`config.mk`:
```
export PLATFORM = sky130hd
export DESIGN_NAME = eth_nto1_pkt_mux
export DESIGN_NICKNAME = d
export VERILOG_FILES = /design/src/rtl/eth_nto1_pkt_mux.sv
export SDC_FILE = /design/constraint.sdc
export NUM_CORES = 1
export LEC_CHECK = 0
export CORE_AREA = 2 2 150 152
export CTS_CLUSTER_SIZE = 16
export DETAILED_ROUTE_END_ITERATION = 16
export DIE_AREA = 0 0 152 154
export PLACE_DENSITY = 0.59
export SYNTH_ARGS = -nofsm -noshare
export SYNTH_HDL_FRONTEND = slang
export SYNTH_SLANG_ARGS = --single-unit
```
`constraint.sdc`:
```
create_clock -name clk_clk -period 7.94 [get_ports clk_clk]
set_clock_uncertainty 0.15 [all_clocks]
set_input_delay 1.985 -clock clk_clk [delete_from_list [all_inputs] [get_ports clk_clk]]
set_output_delay 1.985 -clock clk_clk [all_outputs]
set_load 0.01 [all_outputs]
```
`src/rtl/eth_nto1_pkt_mux.sv`:
```
// N-to-1 Avalon-ST packet aggregator: packet-atomic round-robin over NUM_PORTS streams,
// a single output register stage, source-port tagging and orphan-beat discard.
module eth_nto1_pkt_mux #(
  parameter int NUM_PORTS = 4,
  parameter int DATA_W    = 64,
  parameter int EMPTY_W   = 3,
  parameter int CHAN_W    = 8
) (
  input  logic                         clk_clk,
  input  logic                         reset_reset,
  input  logic [NUM_PORTS*DATA_W-1:0]  in_data,
  input  logic [NUM_PORTS-1:0]         in_valid,
  output logic [NUM_PORTS-1:0]         in_ready,
  input  logic [NUM_PORTS-1:0]         in_sop,
  input  logic [NUM_PORTS-1:0]         in_eop,
  input  logic [NUM_PORTS*EMPTY_W-1:0] in_empty,
  input  logic [NUM_PORTS-1:0]         port_enable,
  input  logic                         freeze,
  output logic [DATA_W-1:0]            out_data,
  output logic                         out_valid,
  input  logic                         out_ready,
  output logic                         out_sop,
  output logic                         out_eop,
  output logic [EMPTY_W-1:0]           out_empty,
  output logic [CHAN_W-1:0]            out_channel,
  output logic                         busy,
  output logic [15:0]                  orphan_cnt
);
  localparam int GW = $clog2(NUM_PORTS);
  localparam int CW = $clog2(NUM_PORTS + 1);

  typedef enum logic {IDLE, PASS} state_t;

  state_t               state;
  logic [GW-1:0]        grant;
  logic [GW-1:0]        last_grant;
  logic [GW-1:0]        next_grant;
  logic [GW-1:0]        g_hi;
  logic [GW-1:0]        g_lo;
  logic                 found_hi;
  logic                 found_lo;
  logic [NUM_PORTS-1:0] eligible;
  logic [NUM_PORTS-1:0] orphan;
  logic [CW-1:0]        orphan_num;
  logic [16:0]          orphan_sum;
  logic                 sp;
  logic                 take;

  assign sp         = !out_valid || out_ready;
  assign take       = (state == PASS) && in_valid[grant] && sp;
  assign busy       = (state == PASS) || out_valid;
  assign eligible   = in_valid & in_sop & port_enable & {NUM_PORTS{!freeze}};
  assign orphan     = (state == IDLE && !freeze) ? (in_valid & ~in_sop) : '0;
  assign orphan_sum = {1'b0, orphan_cnt} + 17'(orphan_num);

  // Round-robin: lowest eligible index above last_grant wins, otherwise wrap to the lowest overall.
  always_comb begin
    // NOTE: every always_comb output gets a default first so no path can infer a latch.
    found_hi = 1'b0;
    found_lo = 1'b0;
    g_hi     = '0;
    g_lo     = '0;
    for (int p = NUM_PORTS - 1; p >= 0; p--) begin
      if (eligible[p]) begin
        if (p > int'(last_grant)) begin
          found_hi = 1'b1;
          g_hi     = GW'(p);
        end else begin
          found_lo = 1'b1;
          g_lo     = GW'(p);
        end
      end
    end
    next_grant = found_hi ? g_hi : g_lo;
  end

  always_comb begin
    orphan_num = '0;
    for (int p = 0; p < NUM_PORTS; p++) orphan_num = orphan_num + CW'(orphan[p]);
  end

  // Only the granted port is back-pressured by the output register; orphans are swallowed in IDLE.
  always_comb begin
    in_ready = '0;
    if (!reset_reset) begin
      if (state == PASS) in_ready[grant] = sp;
      else               in_ready = orphan;
    end
  end

  always_ff @(posedge clk_clk) begin
    // NOTE: non-blocking assignments so every register samples the pre-edge values of the others.
    if (reset_reset) begin
      state       <= IDLE;
      grant       <= '0;
      last_grant  <= GW'(NUM_PORTS - 1);
      out_valid   <= 1'b0;
      out_data    <= '0;
      out_sop     <= 1'b0;
      out_eop     <= 1'b0;
      out_empty   <= '0;
      out_channel <= '0;
      orphan_cnt  <= '0;
    end else begin
      case (state)
        IDLE: if (found_hi || found_lo) begin
          grant <= next_grant;
          state <= PASS;
        end
        PASS: if (take && in_eop[grant]) begin
          last_grant <= grant;
          state      <= IDLE;
        end
        default: state <= IDLE;
      endcase

      if (take) begin
        out_valid   <= 1'b1;
        out_data    <= in_data[grant*DATA_W +: DATA_W];
        out_sop     <= in_sop[grant];
        out_eop     <= in_eop[grant];
        out_empty   <= in_eop[grant] ? in_empty[grant*EMPTY_W +: EMPTY_W] : '0;
        out_channel <= CHAN_W'(grant);
      end else if (out_ready) begin
        out_valid <= 1'b0;
      end

      orphan_cnt <= orphan_sum[16] ? 16'hFFFF : orphan_sum[15:0];
    end
  end
endmodule

```
======== Word level (Yosys, flattened, before mapping) ========
Index checks and enable logic that the tools add are counted.
word-level totals
  logic and storage cells ................. 87
  register bits after elaboration ......... 93
  output and inout port bits .............. 99
  input bits .............................. 288
operators by class
  multiply operators ...................... 1
  $lt $le $gt $ge ......................... 5
  bitwise operators ....................... 7
  mux-type cells .......................... 45
  shifts and indexed selects .............. 2
  reduce and logical (&&, ||, !) cells .... 13
  add/sub/neg operators ................... 4
operators with widths
  cell                                                          number
  variable part select 256 x 9 -> 64 bit                        1
  two-way mux 2 bit                                             14
  two-way mux 1 bit                                             21
  AND 4 bit                                                     5
  adder 16 x 3 -> 17 bit                                        1
  two-way mux 16 bit                                            1
  two-way mux 4 bit                                             3
  variable part select 12 x 5 -> 3 bit                          1
  binary-select mux 1 bit (select 2 bit)                        3
  logical AND 1 bit                                             5
  greater-than comparator 2 bit, first input constant           2
  multiplier 2 x 2 -> 4 bit, second input constant              1
  inverter 4 bit                                                1
  AND reduction 2 bit                                           2
  adder 2 x 1 -> 3 bit                                          1
  adder 3 x 1 -> 3 bit                                          1
  logical OR 1 bit                                              3
  < comparator 2 x 3 -> 1 bit, second input constant            1
  two-way mux 3 bit                                             1
  adder 1 x 1 -> 2 bit                                          1
  demux 1 bit (select 2 bit)                                    1
  >= comparator 2 x 1 -> 1 bit, second input constant           1
  greater-than comparator 1 x 2 -> 1 bit, first input constant  1
  zero test 1 bit                                               2
  other kinds (3)                                               3

======== Longest topological paths before layout ========
Gate-level depths: netlist (run 1).
  depth in word-level cells ............... 12
  mapped depth ............................ 11
  mapped depth without buffers ............ 10

======== Least setup slack after synthesis (run 1) ========
No wires, ideal clock.
  path kind ............................... input-to-output
  start ................................... in in_sop[2]
  end ..................................... out in_ready[2]
  stages on the path ...................... 3
  setup slack ............................. 3.101 ns
  data arrival time ....................... 2.704 ns
  data required time ...................... 5.805 ns
  buffers on the path ..................... 0
  cells stage by stage .................... nor4b_1 a41oi_1 nor2_1
on the way
  longest elaborated chain between the ends .. 5
ends and longest elaborated chain
  item                line  RTL
  start: declaration  14    input logic [NUM_PORTS-1:0] in_sop,
  inverter 4 bit      53    assign orphan = (state == IDLE && !freeze) ? (in_valid & ~in_sop) : '0;
  AND 4 bit           53
  two-way mux 4 bit   53
  two-way mux 4 bit   86    if (state == PASS) in_ready[grant] = sp;
  two-way mux 4 bit   85    if (!reset_reset) begin
  end: declaration    13    output logic [NUM_PORTS-1:0] in_ready,
No other way between the ends.

======== Final worst setup path (run 1) ========
  start ................................... in freeze
  end ..................................... out in_ready[2]
on the way
  longest elaborated chain between the ends .. 5
ends and longest elaborated chain
  item                line  RTL
  start: declaration  18    input logic freeze,
  zero test 1 bit     53
  logical AND 1 bit   53
  two-way mux 4 bit   53
  two-way mux 4 bit   86
  two-way mux 4 bit   85
No other way between the ends.

==> key figures, run 1 <==
GRT
  – Antenna violations before repair: 1
  – Pin count of the biggest net entering global routing: 75
  – Total overflow reported by the global router: 0
  – Wire length of the first global-routing pass: 31140 um
  – Total track usage: 16.85%
  – Number of global-route vias before repair: 5728

Synthesis
  – Yosys warning count: 0
  – Share of synthesized flip-flops with an asynchronous set or reset: 0%
  – Cell types with the largest area share after synthesis: dfxtp_1, mux4_2, nand2_1
  – Synth Cell Area: 5373 um2
  – Count of mapped cells out of synthesis: 548
  – Top post-synthesis cells by count: nand2_1, dfxtp_1, a21oi_1
  – Avg Inst Size Synth: 9.804 um2
  – Share of the synthesized area in the top cell type: 34.65%
  – Count of flip-flops with a built-in enable after synthesis: 0
  – Register area share after synthesis: 34.65%
  – Most used flip-flop cell after synthesis: dfxtp_1
  – Cell accounting for the most synthesized area: dfxtp_1
  – Unique masters post-synth: 43
  – Flip-flop and latch count after synthesis: 93
  – Dominant cell by count in the synthesized netlist: nand2_1

Die
  – Number of top-level pins: 387
  – Floorplan die width: 152 um
  – Die H: 154 um
  – Full die area: 23410 um2
  – Initial standard-cell utilization of the core: 24.77%
  – Core region area: 21690 um2
  – Number of placement rows: 54

Timing
  – Setup repair after global routing missed its margin: no
  – Slew at the pin with the worst max-slew slack: 0.9697 ns
  – Hold Violations, Final: 0
  – Final setup violating endpoints: 0
  – Headroom to the max-slew limit: 35.35%
  – Time the worst path needs with I/O delays and setup: 6.262 ns
  – Highest achievable clock rate: 0.1597 GHz
  – Post-route clock period utilization: 78.87%
  – Final sum of negative setup slack: 0 ns
  – Max-slew violation total from the final report: 0

Power and ir drop
  – Clock group share of total power: 34.8%
  – Switching part of the total power: 25.21%
  – Power dissipated by switching net loads: 341.3 uW
  – Pleak: 0.003178 uW
  – Power Dens Cells: 140.2 nW/um2
  – Fraction of power consumed by sequential logic: 38.2%
  – Share of total power in combinational logic: 27.0%
  – Internal cell power: 1013 uW
  – Design Power: 1354 uW
  – Maximum resistive drop on vdd: 0.00008617 V

Worst setup path
  – Crit start category: input pin
  – Required time at the worst-slack endpoint: 5.81 ns
  – Largest fanout on the critical path: 8
  – WP data arrival: 4.13 ns
  – Kind of end point of the critical path: primary output
  – Category of the critical setup timing path: in2out
  – Cell count of the worst reg-to-reg path: 10

Route
  – # DRC: 0
  – First-pass iteration count of the detailed router: 4
  – Routed via count divided by cell count: 4.701
  – Drt total wl: 20460 um
  – Routed wirelength normalized by instance count: 17.34 um
  – Via Count: 5547
  – Starting DRT DRC Count: 248
  – Post-route ant nets: 0

Worst hold path
  – Worst hold path type: reg2reg
  – Count of cells along the worst hold path: 2

Clocking
  – Number of clock sinks seen by CTS: 93
  – Worst skew pair latency: 0.35 ns
  – Number of gates given a new drive strength after cts: 0
  – CTS tree: done
  – Number of levels in the clock H-tree: 3
  – # Post-CTS Setup Buffers: 0
  – Maximum root-to-sink buffer count: 2
  – Root Driver: clkbuf_16
  – Clock Pin Slew Worst Setup and Hold Paths: 0.06 ns
  – Hold Buf Count CTS: 0
  – Number of buffers inserted during clock tree synthesis: 9

Finish
  – Share of cells above drive strength 1: 10.79%
  – Net count of the finished layout: 1186
  – Signed area change from the synthesized netlist to the final layout: 79.79%

Placed design
  – Detailed placement HPWL: 15880 um
  – Count of buffers inserted at the top-level ports: 380
  – Weighted congestion at the end of routability-driven global placement: 0.7621

Run
  – # Max-Cap Violations: 0

Run status
  – Result of the run: finished, final reports clean
[critical path, stage by stage]
cell and delay, ns:
clkdlybuf4s50_1 0.54, nor4b_1 0.70, a41oi_1 0.09, nor2_1 0.23, clkdlybuf4s50_1 0.58
[power groups by stage]
stage,Sequential [uW],Clock (uW),Combinational [uW]
2_1_floorplan,519,0,162
3_3_place_gp,528,0,368
3_5_place_dp,528,0,370
4_1_cts,518,490,371
5_1_grt,522,504,392
6_report,517,472,366
[metrics by stage]
stage	util (%)	hold slack [ns]	setup slack, ns	std cells	cell area, um2
after floorplan	-	0.3305	3.101	553	5391
after global placement	43.04	0.2912	1.647	1163	9334
after detailed placement	43.04	0.2959	1.667	1163	9334
after CTS	44.53	0.3048	1.655	1179	9657
after global routing	44.53	0.3166	1.447	1179	9657
final	44.54	0.3017	1.678	1180	9659
[cells in the final DEF (no fill, tap or decap), drive strengths merged, types with 2 or more instances in the layout]
master / Yosys / final
dfxtp: 93 / 93
buf: 26 / 4
nand3b: 2 / 2
bufinv: 0 / 2
nor4b: 2 / 2
nand4: 5 / 5
nand2: 145 / 145
conb: 1 / 6
a41oi: 4 / 4
fa: 3 / 3
nand3: 8 / 8
and3: 5 / 5
and2: 2 / 2
nand2b: 5 / 5
a211oi: 2 / 2
mux2i: 2 / 2
a211o: 2 / 2
and4: 2 / 2
o21ai: 5 / 5
a21oi: 87 / 87
clkbuf: 27 / 10
or3: 4 / 4
clkdlybuf4s50: 0 / 379
xor2: 6 / 6
nor2: 8 / 8
or2: 4 / 4
a31oi: 4 / 4
inv: 7 / 10
o211ai: 3 / 3
mux4: 70 / 70
nand4b: 4 / 4
[state kept, by name (all words and copies together), names as in the netlist]
signal / flops
out_valid: 1
last_grant: 2
out_sop: 1
out_channel: 2
grant: 2
out_data: 64
out_eop: 1
orphan_cnt: 16
state: 1
out_empty: 3
[metal layers]
metal  global-route usage (%)  up-vias  routed length (um)
met5                        0        -                   0
met4                    5.251        0                 369
met3                    4.735       20                1474
met2                    29.56      203               10360
met1                    20.03     2636                8257
li1                         -     2688                   -
[logic make-up (layout without fill, tap and decap cells)]
group / Yosys count / in the layout / synth area share (%)
muxes: 72 / 72 / 29.72
adders and majority gates: 4 / 4 / 1.351
AOI/OAI and AO/OA: 110 / 110 / 11.18
DFF: 93 / 93 / 34.65
and+or+nand+nor: 201 / 201 / 16.72
xor gates and xnor gates: 7 / 7 / 1.141
buffers and inverters: 60 / 406 / 5.170
other: 1 / 7 / 0.06980
[final timing paths]
check / startpoint / to / slack [ns]
hold / removal: out_data[10]$_SDFFE_PP0P_ / out_data[10]$_SDFFE_PP0P_ / 0.30
setup reg to reg: state$_SDFF_PP0_ / orphan_cnt[6]$_SDFF_PP0_ / 4.38
hold reg to reg: out_data[10]$_SDFFE_PP0P_ / out_data[10]$_SDFFE_PP0P_ / 0.30
setup / recovery: freeze / in_ready[2] / 1.68
[area by class of cell]
type | instances | area, um2
diodes | 1 | 2.502
repair buffers | 383 | 3824
clock inverters | 6 | 93.84
clock buffers | 10 | 229.0
inverters | 7 | 26.28
multi-input cells | 400 | 3264
well taps | 280 | 350.3
flip-flops and latches | 93 | 1869
fillers | 2121 | 12030
(Power assumes the default switching activity.)
==> run 2: changes to the inputs <==
Settings changed: CORE_AREA 2 2 150 152 to 2 2 149 151, DIE_AREA 0 0 152 154 to 0 0 151 153, PLACE_DENSITY 0.59 to 0.62.
Clock period 7.94 ns to 5.3 ns, I/O delays scaled along.
==> run 2 against run 1 <==
Clock-buffer cell count down 1. First-iteration DRC count up 0.40%. Via count up 0.41%. Largest cell class unchanged.
==> key figures, run 2 (same netlist as run 1, synthesis figures left out) <==
Run status
  – Result of the run: finished, final reports clean

Timing
  – Highest achievable clock rate: 0.2096 GHz
  – Post-route clock period utilization: 90.01%
  – Final sum of negative setup slack: 0 ns
  – Time the worst path needs with I/O delays and setup: 4.771 ns
  – Setup repair after global routing missed its margin: no
  – Final setup violating endpoints: 0
  – Slew at the pin with the worst max-slew slack: 0.8672 ns
  – Max-slew violation total from the final report: 0
  – Headroom to the max-slew limit: 42.19%
  – Hold Violations, Final: 0

Worst setup path
  – Beginning of the worst register-to-register path: state$_SDFF_PP0_
  – Required time at the worst-slack endpoint: 3.83 ns
  – Cell count of the worst reg-to-reg path: 10
  – Series of cell instances along the critical path: clkdlybuf4s50_1, nor4b_1, a41oi_1, nor2_1, clkdlybuf4s50_1
  – Category of the critical setup timing path: in2out
  – Largest fanout on the critical path: 8
  – Most frequent cell on the critical path: clkdlybuf4s50_1
  – Flop2flop setup slack: 1.87 ns
  – Kind of end point of the critical path: primary output
  – Top Family by Delay on Critical Path: buffers and inverters
  – Count of buffer and inverter cells on the critical path: 2
  – Crit start category: input pin
  – Critical R2R Capture: orphan_cnt[6]$_SDFF_PP0_
  – Peak per-stage delay on the critical path: 0.63 ns
  – WP data arrival: 3.30 ns
  – Max stage delay cell, worst path: nor4b_1

Clocking
  – Number of levels in the clock H-tree: 3
  – Hold Buf Count CTS: 0
  – CTS tree: done
  – Number of gates given a new drive strength after cts: 0
  – Number of buffers inserted during clock tree synthesis: 9
  – Worst skew pair latency: 0.35 ns
  – Number of clock sinks seen by CTS: 93
  – Maximum root-to-sink buffer count: 2
  – # Post-CTS Setup Buffers: 0
  – Root Driver: clkbuf_16
  – Clock Pin Slew Worst Setup and Hold Paths: 0.07 ns

Power and ir drop
  – Design Power: 1947 uW
  – Power Dens Cells: 202.3 nW/um2
  – Maximum resistive drop on vdd: 0.0001176 V
  – Pleak: 0.003166 uW

GRT
  – Total overflow reported by the global router: 0
  – Number of global-route vias before repair: 5803
  – Pin count of the biggest net entering global routing: 75
  – Total track usage: 17.00%
  – Wire length of the first global-routing pass: 30730 um
  – Antenna violations before repair: 0

Route
  – Drt total wl: 20110 um
  – Routed via count divided by cell count: 4.716
  – Starting DRT DRC Count: 249
  – First-pass iteration count of the detailed router: 7
  – Routed wirelength normalized by instance count: 17.03 um
  – Via Count: 5570
  – # DRC: 0
  – Post-route ant nets: 0

Die
  – Initial standard-cell utilization of the core: 25.01%
  – Floorplan die width: 151 um
  – Die H: 153 um
  – Full die area: 23100 um2
  – Number of placement rows: 54
  – Core region area: 21490 um2
  – Number of top-level pins: 387

Finish
  – Finished Layout Cells: 1181
  – Signed area change from the synthesized netlist to the final layout: 79.13%
  – Top library cells by usage in the layout, fill and taps aside: clkdlybuf4s50_1, nand2_1, dfxtp_1
  – Net count of the finished layout: 1188
  – Regs by FF count: out_data x64, orphan_cnt x16, out_empty x3
  – Register with the most flip-flops: out_data
  – Count of fill cells added during filler insertion: 2134
  – Share of cells above drive strength 1: 11.10%
  – Largest register FFs: 64
  – Area of all placed cells without fillers: 9624 um2
  – End-of-flow core utilization: 44.79%
  – Antenna cell count: 0
  – Commonest non-fill, non-tap cell in the layout: clkdlybuf4s50_1

Placed design
  – Post-Place Cells: 1165
  – Detailed placement HPWL: 15350 um
  – Count of buffers inserted at the top-level ports: 380
  – Post-DP Area: 9341 um2
  – Weighted congestion at the end of routability-driven global placement: 0.7696

Worst hold path
  – Start point of the worst min-delay path: out_data[15]$_SDFFE_PP0P_
  – Worst hold path type: reg2reg
  – Hold Path Sink: out_data[15]$_SDFFE_PP0P_
  – Count of cells along the worst hold path: 2

Run
  – # Max-Cap Violations: 0
run 2: worst register-to-register path, cell delays in order (launching register included):
cell and delay [ns]:
dfxtp_1 0.46, nor4b_1 0.59, fa_1 0.52, inv_1 0.08, fa_1 0.20, inv_1 0.06
fa_1 0.44, and2_1 0.24, and2_1 0.19, or2_2 0.29, a21oi_1 0.14
run 2: cell type report:
cell class                      count  area [um2]  share of cell area [%]
Sequential cell                    93        1869                   19.42
Inverter                            7       26.28                  0.2730
Clock inverter                      7       57.56                  0.5980
Tap cell                          280       350.3                   3.640
Multi-Input combinational cell    400        3257                   33.84
Clock buffer                        9       225.2                   2.340
Timing Repair Buffer              385        3839                   39.89
run 2: worst max path at each step:
| stage | cells after the start | endpoint | from | slack, ns |
|---|---|---|---|---|
| 3_5_place_dp | 11 | orphan_cnt[6]$_SDFF_PP0_ | freeze | 0.38 |
| 3_3_place_gp | 11 | orphan_cnt[6]$_SDFF_PP0_ | freeze | 0.43 |
| 4_1_cts | 5 | in_ready[2] | freeze | 0.52 |
| 2_1_floorplan | 11 | orphan_cnt[11]$_SDFF_PP0_ | in_sop[2] | 1.23 |
| 5_1_grt | 5 | in_ready[2] | freeze | 0.36 |
| 6_report | 5 | in_ready[2] | freeze | 0.53 |
run 2: power breakdown:
group | internal (uW) | switching, uW
Clock | 325 | 304
Sequential | 730 | 40.0
Combinational | 369 | 179
Total | 1420 | 524
run 2: through the flow:
step                worst slack [ns]  hold slack [ns]
floorplan                      1.226           0.3305
global placement              0.4314           0.2912
detailed placement            0.3825           0.2957
CTS                           0.5165           0.3058
global route                  0.3557           0.3218
finish                        0.5295           0.3016
run 2: metal layers:
layer  vias to the layer above  wire length (um)  track usage [%]
met5                         -                 0                0
met4                         0               522            6.453
met3                        31              1546            4.328
met2                       221              9992            29.83
met1                      2628              8046            19.74
li1                       2690                 -                -
==> run 3: changes to the inputs <==
Settings changed: CELL_PAD_IN_SITES_DETAIL_PLACEMENT set to 1, CELL_PAD_IN_SITES_GLOBAL_PLACEMENT set to 1, CORE_AREA 2 2 149 151 to not set, CORE_MARGIN set to 2, CORE_UTILIZATION set to 22, DIE_AREA 0 0 151 153 to not set, PLACE_DENSITY 0.62 to 0.75.
==> run 3 against run 2 <==
Non-clock buffer count stayed put. Combinational power is 3% higher. First-iteration DRC count shrank 38%. Largest power group unchanged.
==> key figures, run 3 (same netlist as run 1, synthesis figures left out) <==
Run status
  – Result of the run: finished, final reports clean

GRT
  – Pin count of the biggest net entering global routing: 75
  – Number of global-route vias before repair: 6272
  – Total overflow reported by the global router: 0
  – Total track usage: 17.77%
  – Wire length of the first global-routing pass: 35410 um
  – Antenna violations before repair: 0

Power and ir drop
  – Clock group share of total power: 33.3%
  – Switching part of the total power: 25.96%
  – Share of total power in combinational logic: 28.4%
  – Internal cell power: 1476 uW
  – Fraction of power consumed by sequential logic: 38.3%
  – Pleak: 0.003181 uW
  – Power dissipated by switching net loads: 517.6 uW
  – Maximum resistive drop on vdd: 0.0001164 V
  – Power Dens Cells: 205.2 nW/um2

Timing
  – Headroom to the max-slew limit: 31.55%
  – Slew at the pin with the worst max-slew slack: 1.027 ns
  – Final sum of negative setup slack: 0 ns
  – Highest achievable clock rate: 0.2120 GHz
  – Time the worst path needs with I/O delays and setup: 4.717 ns
  – Max-slew violation total from the final report: 0
  – Hold Violations, Final: 0
  – Hold Worst Slack: 0.3033 ns
  – Post-route clock period utilization: 89.01%
  – Setup repair after global routing missed its margin: no
  – Final setup violating endpoints: 0

Worst hold path
  – Worst hold path type: reg2reg

Clocking
  – Root Driver: clkbuf_16
  – Number of buffers inserted during clock tree synthesis: 9
  – CTS tree: done
  – Hold Buf Count CTS: 0
  – Worst skew pair latency: 0.34 ns
  – # Post-CTS Setup Buffers: 0
  – Maximum root-to-sink buffer count: 2
  – Number of clock sinks seen by CTS: 93
  – Number of gates given a new drive strength after cts: 0
  – Clock Pin Slew Worst Setup and Hold Paths: 0.06 ns
  – Number of levels in the clock H-tree: 3

Route
  – Starting DRT DRC Count: 155
  – Via Count: 5682
  – Routed via count divided by cell count: 4.635
  – Drt total wl: 22990 um
  – First-pass iteration count of the detailed router: 4
  – # DRC: 0
  – Routed wirelength normalized by instance count: 18.75 um
  – Post-route ant nets: 0

Finish
  – Net count of the finished layout: 1188
  – Share of cells above drive strength 1: 10.99%
  – Commonest non-fill, non-tap cell in the layout: clkdlybuf4s50_1
  – Top library cells by usage in the layout, fill and taps aside: clkdlybuf4s50_1, nand2_1, dfxtp_1
  – Largest register FFs: 64
  – Area of all placed cells without fillers: 9713 um2
  – Signed area change from the synthesized netlist to the final layout: 80.79%
  – Register with the most flip-flops: out_data
  – Regs by FF count: out_data x64, orphan_cnt x16, out_empty x3

Worst setup path
  – Peak per-stage delay on the critical path: 0.64 ns
  – Most frequent cell on the critical path: clkdlybuf4s50_1
  – Max stage delay cell, worst path: nor4b_1
  – Kind of end point of the critical path: primary output
  – WP data arrival: 3.24 ns
  – Crit start category: input pin
  – Largest fanout on the critical path: 8
  – Top Family by Delay on Critical Path: buffers and inverters
  – Category of the critical setup timing path: in2out
  – Series of cell instances along the critical path: clkdlybuf4s50_1, nor4b_1, a41oi_1, nor2_1, clkdlybuf4s50_1
  – Required time at the worst-slack endpoint: 3.83 ns
  – Count of buffer and inverter cells on the critical path: 2

Placed design
  – Detailed placement HPWL: 18000 um
  – Weighted congestion at the end of routability-driven global placement: 0.8075
  – Count of buffers inserted at the top-level ports: 380
  – Post-DP Area: 9404 um2

Run
  – # Max-Cap Violations: 0

Die
  – Full die area: 25690 um2
  – Core region area: 24180 um2
  – Number of placement rows: 57
  – Floorplan die width: 160.3 um
  – Initial standard-cell utilization of the core: 22.22%
  – Die H: 160.3 um
  – Number of top-level pins: 387
run 3: cell types whose count changed in the layout (fill, tap and decap cells not counted), sizes merged:
cell,previous run,this run
clkinvlp,2,1
diode,0,1
clkinv,2,1
inv,10,8
clkbuf,9,13
run 3: per-stage QoR:
step | setup slack (ns) | util (%) | cells | total power [uW]
final | 0.5825 | 40.17 | 1226 | 1993
after global routing | 0.4802 | 40.16 | 1225 | 2107
after CTS | 0.5587 | 40.16 | 1225 | 2037
after detailed placement | 0.4021 | 38.90 | 1209 | 1355
after global placement | 0.4857 | 38.90 | 1209 | 1345
after floorplan | 1.226 | - | 553 | 1020
run 3: power by group through the flow:
stage          registers [uW]  clock network [uW]  logic, uW
2_1_floorplan             777                   0        243
6_report                  763                 664        566
3_3_place_gp              779                   0        566
4_1_cts                   765                 696        576
5_1_grt                   770                 728        610
3_5_place_dp              781                   0        575
run 3: area by class of cell:
| cell class | instances | area [um2] |
|---|---|---|
| inverter | 7 | 26.28 |
| multi-input combinational | 400 | 3264 |
| fill | 2706 | 14460 |
| timing repair buffer | 385 | 3839 |
| tap | 324 | 405.4 |
| sequential | 93 | 1869 |
| antenna | 1 | 2.502 |
| clock buffer | 13 | 281.5 |
| clock inverter | 3 | 25.02 |
run 3: path summary, 6_finish.rpt:
| check | startpoint | end | slack (ns) | cells past startpoint |
|---|---|---|---|---|
| setup / recovery | freeze | in_ready[2] | 0.58 | 5 |
| hold / removal | out_data[50]$_SDFFE_PP0P_ | out_data[50]$_SDFFE_PP0P_ | 0.30 | 2 |
| setup reg to reg | state$_SDFF_PP0_ | orphan_cnt[6]$_SDFF_PP0_ | 1.70 | 10 |
| hold reg to reg | out_data[50]$_SDFFE_PP0P_ | out_data[50]$_SDFFE_PP0P_ | 0.30 | 2 |
run 3: layer usage:
metal  global-route usage (%)  share of wire (%)  up-vias
met2                    33.79                 53      236
li1                         -                  -     2689
met5                        0                  0        -
met3                    4.857                7.7       21
met4                    5.405                1.7        0
met1                    19.04                 37     2736
run 3: worst reg2reg max path, cell delays in order, from the launching register on:
cell and delay, ns:
dfxtp_1 0.51, nor4b_1 0.65, fa_1 0.53, inv_1 0.09, fa_1 0.20, inv_1 0.06, fa_1 0.44, and2_1 0.24
and2_1 0.20, or2_2 0.30, a21oi_1 0.15
